[src/rtl/bpu_pkg.sv]
// Shared definitions for the branch prediction/resolution unit: branch op
// encodings and branch-history counter geometry.
package bpu_pkg;

   localparam logic [2:0] BCU_NONE  = 3'b000;
   localparam logic [2:0] BCU_BEQ   = 3'b001;
   localparam logic [2:0] BCU_BGE   = 3'b010;
   localparam logic [2:0] BCU_BGEU  = 3'b011;
   localparam logic [2:0] BCU_BLT   = 3'b100;
   localparam logic [2:0] BCU_BLTU  = 3'b101;
   localparam logic [2:0] BCU_BNE   = 3'b110;
   localparam logic [2:0] BCU_NONE2 = 3'b111;

   localparam int         CTR_W    = 2;
   localparam logic [1:0] BHT_INIT = 2'b01;

   function automatic logic is_branch(input logic [2:0] op);
      return (op != BCU_NONE) && (op != BCU_NONE2);
   endfunction

endpackage

[src/rtl/bpu_bht.sv]
// Direct-mapped table of 2-bit saturating counters: one combinational read
// port for fetch prediction, one synchronous training port.
module bpu_bht
   import bpu_pkg::*;
#(
   parameter int DEPTH = 16,
   parameter int IDX_W = 4
) (
   input  logic             clk,
   input  logic             rst,
   input  logic [IDX_W-1:0] rd_idx,
   output logic             rd_pred,
   input  logic             wr_en,
   input  logic [IDX_W-1:0] wr_idx,
   input  logic             wr_taken
);

   logic [CTR_W-1:0] ctr [DEPTH];

   function automatic logic [CTR_W-1:0] sat_update(input logic [CTR_W-1:0] cur,
                                                    input logic taken);
      if (taken)
         return (cur == {CTR_W{1'b1}}) ? cur : cur + CTR_W'(1);
      else
         return (cur == '0) ? cur : cur - CTR_W'(1);
   endfunction

   // Reads see the pre-update value when the same index trains this cycle.
   assign rd_pred = ctr[rd_idx][CTR_W-1];

   always_ff @(posedge clk) begin
      if (rst) begin
         for (int i = 0; i < DEPTH; i++) ctr[i] <= BHT_INIT;
      end else if (wr_en) begin
         ctr[wr_idx] <= sat_update(ctr[wr_idx], wr_taken);
      end
   end

endmodule

[src/rtl/bpu.sv]
// Branch resolution + BHT prediction with a one-entry valid/ready output stage.
// Optional performance counters enabled by defining BPU_PERF_EN.
module bpu
   import bpu_pkg::*;
#(
   parameter int XLEN      = 64,
   parameter int BHT_DEPTH = 16,
   parameter int CNT_W     = 32
) (
   input  logic            clk,
   input  logic            rst,
   input  logic [XLEN-1:0] lookup_pc_i_bpu,
   output logic            pred_taken_o_bpu,
   input  logic            valid_i_bpu,
   output logic            ready_o_bpu,
   input  logic [2:0]      bcuop_i_bpu,
   input  logic [XLEN-1:0] src1_i_bpu,
   input  logic [XLEN-1:0] src2_i_bpu,
   input  logic [XLEN-1:0] pc_i_bpu,
   input  logic [XLEN-1:0] offset_i_bpu,
   input  logic            pred_taken_i_bpu,
   output logic            out_valid_o_bpu,
   input  logic            out_ready_i_bpu,
   output logic            taken_o_bpu,
   output logic [XLEN-1:0] dnpc_o_bpu,
   output logic            redirect_o_bpu,
   output logic [CNT_W-1:0] branch_cnt_o_bpu,
   output logic [CNT_W-1:0] mispred_cnt_o_bpu
);

   localparam int IDX_W = $clog2(BHT_DEPTH);

   logic                   accept;
   logic                   valid_op_p0;
   logic                   taken_p0;
   logic                   redirect_p0;
   logic [XLEN-1:0]        dnpc_p0;
   logic signed [XLEN-1:0] src1_s;
   logic signed [XLEN-1:0] src2_s;
   logic                   eq, lt, ltu;

   logic                   vld_p1;
   logic                   taken_p1;
   logic                   redirect_p1;
   logic [XLEN-1:0]        dnpc_p1;

   logic                   unused_lookup;
   assign unused_lookup = ^{lookup_pc_i_bpu[XLEN-1:IDX_W+2], lookup_pc_i_bpu[1:0]};

   // Stage p0: compare, branch decision and next-PC computation
   assign src1_s = signed'(src1_i_bpu);
   assign src2_s = signed'(src2_i_bpu);
   assign eq     = (src1_i_bpu == src2_i_bpu);
   assign lt     = (src1_s < src2_s);
   assign ltu    = (src1_i_bpu < src2_i_bpu);

   always_comb begin
      taken_p0 = 1'b0;
      case (bcuop_i_bpu)
         BCU_BEQ:  taken_p0 = eq;
         BCU_BNE:  taken_p0 = !eq;
         BCU_BLT:  taken_p0 = lt;
         BCU_BGE:  taken_p0 = !lt;
         BCU_BLTU: taken_p0 = ltu;
         BCU_BGEU: taken_p0 = !ltu;
         default:  taken_p0 = 1'b0;
      endcase
   end

   assign valid_op_p0 = is_branch(bcuop_i_bpu);
   assign dnpc_p0     = taken_p0 ? (pc_i_bpu + (offset_i_bpu << 1)) : (pc_i_bpu + XLEN'(4));
   assign redirect_p0 = taken_p0 ^ pred_taken_i_bpu;

   assign ready_o_bpu = !vld_p1 || out_ready_i_bpu;
   assign accept      = valid_i_bpu && ready_o_bpu;

   bpu_bht #(
      .DEPTH (BHT_DEPTH),
      .IDX_W (IDX_W)
   ) u_bht (
      .clk      (clk),
      .rst      (rst),
      .rd_idx   (lookup_pc_i_bpu[IDX_W+1:2]),
      .rd_pred  (pred_taken_o_bpu),
      .wr_en    (accept && valid_op_p0),
      .wr_idx   (pc_i_bpu[IDX_W+1:2]),
      .wr_taken (taken_p0)
   );

   // Stage p1: registered result, held while the consumer stalls
   always_ff @(posedge clk) begin
      if (rst) begin
         vld_p1      <= 1'b0;
         taken_p1    <= 1'b0;
         redirect_p1 <= 1'b0;
         dnpc_p1     <= '0;
      end else if (accept) begin
         vld_p1      <= 1'b1;
         taken_p1    <= taken_p0;
         redirect_p1 <= redirect_p0;
         dnpc_p1     <= dnpc_p0;
      end else if (out_ready_i_bpu) begin
         vld_p1      <= 1'b0;
      end
   end

   assign out_valid_o_bpu = vld_p1;
   assign taken_o_bpu     = taken_p1;
   assign redirect_o_bpu  = redirect_p1;
   assign dnpc_o_bpu      = dnpc_p1;

`ifdef BPU_PERF_EN
   logic [CNT_W-1:0] branch_cnt_p1;
   logic [CNT_W-1:0] mispred_cnt_p1;

   always_ff @(posedge clk) begin
      if (rst) begin
         branch_cnt_p1  <= '0;
         mispred_cnt_p1 <= '0;
      end else if (accept && valid_op_p0) begin
         branch_cnt_p1 <= branch_cnt_p1 + CNT_W'(1);
         if (redirect_p0) mispred_cnt_p1 <= mispred_cnt_p1 + CNT_W'(1);
      end
   end

   assign branch_cnt_o_bpu  = branch_cnt_p1;
   assign mispred_cnt_o_bpu = mispred_cnt_p1;
`else
   assign branch_cnt_o_bpu  = '0;
   assign mispred_cnt_o_bpu = '0;
`endif

endmodule

[config.mk]
export PLATFORM = sky130hd
export DESIGN_NAME = bpu
export DESIGN_NICKNAME = d
export VERILOG_FILES = /design/src/rtl/bpu_pkg.sv /design/src/rtl/bpu_bht.sv /design/src/rtl/bpu.sv
export SDC_FILE = /design/constraint.sdc
export NUM_CORES = 1
export LEC_CHECK = 0
export BUFFER_PORTS_ARGS = -buffer_cell sky130_fd_sc_hd__buf_2
export CORE_AREA = 2 2 177 179
export DETAILED_ROUTE_END_ITERATION = 12
export DIE_AREA = 0 0 179 181
export GPL_TIMING_DRIVEN = 0
export PLACE_DENSITY = 0.68
export SYNTH_ARGS = -nofsm -noshare
export SYNTH_HDL_FRONTEND = slang
export SYNTH_SLANG_ARGS = --single-unit
[constraint.sdc]
create_clock -name clk -period 3.4 [get_ports clk]
set_input_delay 0.34 -clock clk [delete_from_list [all_inputs] [get_ports clk]]
set_output_delay 0.34 -clock clk [all_outputs]
set_load 0.01 [all_outputs]
==> results.md <==
* Status: complete, no violations
* Top cell type's share of synthesized area at 14.0%
* Hold crit path type: in2reg
* Part of the power in combinational logic at 45.1%
* Die height at 181 um
* Die X at 179 um
* Post-DR wirelength/cell at 18.5 um
* PD cells at 307 nW/um^2
* ANT nets after route at 0
* Sequential power share at 30.5%
* Leakage Power at 0.00690 uW
* Met1 usage at 32.1%
* Clock sinks at 99
* Clk_skew at 0.0119 ns
* CTS Root Cell: clkbuf_16
* Vias in the first global route at 12276
* TritonCTS clock tree: done
* Distinct cells, synth at 88
* Global route overflow at 0
* WL final at 43.4 mm
* IO Pins at 461
* Net switching power at 1850 uW
* Synth Instances at 1524
* Hold violation count in the final report at 0
* Slew headroom at 19.2%
* Dpl hpwl at 35.2 mm
* Cell row count at 64
* Average size of a mapped cell at 7.64 um^2
* Most common cell after layout, fill and taps aside: buf_2
* Sw Share at 41.1%
* RSZ-0062 raised after global routing: yes
* Avg Vias per Cell at 5.48
* I/O Buffers at 333
* Final Max Slew Viols at 0
* Worst setup SP type: input port
* EDFF count, synth at 32
* FF+latch count, synth at 99
* Final setup violation count at 0
* Hold buffers post-CTS at 0
* Setup CP Type: in2reg
* TritonCTS Buffers at 9
* Total Nets Final at 2404
* Worst vdd ir at 322 uV
* Asr flop ratio synth at 0%
* Clk_lat worst skew at 0.37 ns
* Ant. Diodes at 0
* FMAX at 302 MHz
* Post-Route Utilization at 48.4%
* Crit path time final at 3.31 ns
* Core area at 30300 um^2
* Pre-Repair DR Iteration Count at 5
* WP data required at 3.70 ns
* Initial antenna violation count at 1
* CTS clk-pin slew, worst paths at 0.09 ns
* Iter 0 DRT Violations at 1018
* Filler cells at 3064
* Dominant synthesized flop cell: dfxtp_1
* Clock power frac at 24.4%
* Max_cap viols at 0
* Nature of the critical path endpoint: flip-flop
* Initial Util at 38.4%
* Gr busiest metal: met2
* GRT Util Overall at 25.9%
* Die area at 32400 um^2
* DRC violations left at 0
* Post-synthesis sequential area ratio at 19.8%
* Area grow syn2layout at 26.1%
* Slew @ Worst Pin at 1.20 ns
* GRT met2 Usage at 42.8%
* CTS Buffer Depth at 2
* Syn Std Cell Area at 11600 um^2
* Final period utilization at 97.3%
* GR Layer Usage met3 at 7.13%
* RePlAce Congestion at 0.961
* Final instance area at 14700 um^2
* Largest area contributor in the netlist: ha_1
* Non-Filler Instances at 2346
* Placed cells at 2316
* Most frequent cells in the layout: buf_2, nand2_1, a21oi_1
* First-pass GRT wire length at 65.2 mm
* Critical path arrival at 3.61 ns
* Ys Warns at 0
* Synth area leaders: ha_1, dfxtp_1, edfxtp_1
* Crit path max fanout at 6
* Placed cell area at 14000 um^2
* Htree depth at 3
* Internal Power at 2650 uW
* Via count at 12857
* Share of layout cells above drive strength 1 at 26.6%
* Largest net degree at the start of global routing at 20
==> worst max-delay path: stages <==
cell	delay, ns
buf_2	0.15
ha_1	0.37
and4_1	0.27
and3_1	0.22
o31ai_1	0.21
o311a_1	0.30
o221ai_2	0.20
a21boi_2	0.31
o31ai_4	0.14
a311oi_4	0.49
mux2i_1	0.22
o311ai_0	0.21
o21ai_0	0.19
==> power by group through the flow <==
stage | clock, uW | sequential, uW | combinational (uW)
2_1_floorplan | 0 | 1410 | 1210
3_3_place_gp | 0 | 1400 | 1890
3_5_place_dp | 0 | 1400 | 1910
4_1_cts | 1090 | 1370 | 1960
5_1_grt | 1140 | 1380 | 2220
6_report | 1100 | 1370 | 2030
==> logic make-up after synthesis <==
kind of cell | count (synthesis) | synth area share (%)
XOR/XNOR | 113 | 8.50
AO/OA/AOI/OAI | 406 | 22.5
AND/OR/NAND/NOR | 510 | 21.1
flip-flops | 99 | 19.8
adder cells (fa/ha/maj) | 133 | 14.3
buffers and inverters | 235 | 9.85
other | 1 | 0.0322
multiplexers | 27 | 3.85
==> metrics by stage <==
step / hold WS [ns] / setup TNS [ns] / setup slack [ns] / total power (uW)
finish: 0.213 / 0 / 0.0904 / 4500
floorplan: 0.469 / 0 / 0.0409 / 2620
CTS: 0.210 / -0.0288 / -0.0288 / 4420
global placement: 0.444 / -63.29 / -0.937 / 3290
detailed placement: 0.446 / -67.77 / -0.998 / 3310
global route: 0.222 / -0.102 / -0.0265 / 4750
==> metal layers <==
metal / up-vias / part of all wire [%]
met4: 2 / 3.5
li1: 6208 / -
met2: 636 / 46
met1: 5907 / 39
met3: 104 / 11
met5: - / 0.021
==> flip-flops by register name, indices dropped and copies added (netlist names) <==
register,cells
u_bht.ctr,32
out_valid_o_bpu,1
redirect_o_bpu,1
taken_o_bpu,1
dnpc_o_bpu,64
==> cells in the mapped netlist, drive strengths merged, types with 10 or more instances <==
cell,n
nand3,57
clkbuf,52
o21bai,16
a21oi,138
a31oi,13
o21ai,76
nor3,44
xor2,48
a211oi,37
mux2i,11
and3,18
a21o,43
nor2b,13
nand2,150
edfxtp,32
dfxtp,67
xnor2,65
nor2,128
nand4,40
o211ai,18
ha,130
mux4,14
and2,11
nand2b,10
buf,89
inv,93
==> timing repair <==
action / CTS / global route
pin swaps: 3 / 17
gates resized for setup: 22 / 40
setup endpoints to repair: 97 / 81
setup buffers: 3 / 12
==> final cells by class <==
type / instances / area, um^2 / share of cell area (%)
Buffer: 140 / 833 / 5.67
Clock buffer: 9 / 225 / 1.53
Clock inverter: 7 / 75.1 / 0.511
Inverter: 94 / 355 / 2.42
Multi-Input combinational cell: 1253 / 8620 / 58.7
Sequential cell: 99 / 2300 / 15.7
Tap cell: 396 / 495 / 3.37
Timing Repair Buffer: 348 / 1780 / 12.1
==> final timing paths <==
check,from,end,slack (ns),depth (start not counted)
max,pc_i_bpu[9],dnpc_o_bpu[58],0.09,13
min,valid_i_bpu,out_valid_o_bpu,0.21,3
max reg2reg,out_valid_o_bpu,u_bht.ctr[5][0],0.60,7
min reg2reg,dnpc_o_bpu[31],dnpc_o_bpu[31],0.46,2
No activity file was read; power rests on OpenSTA's default activity.
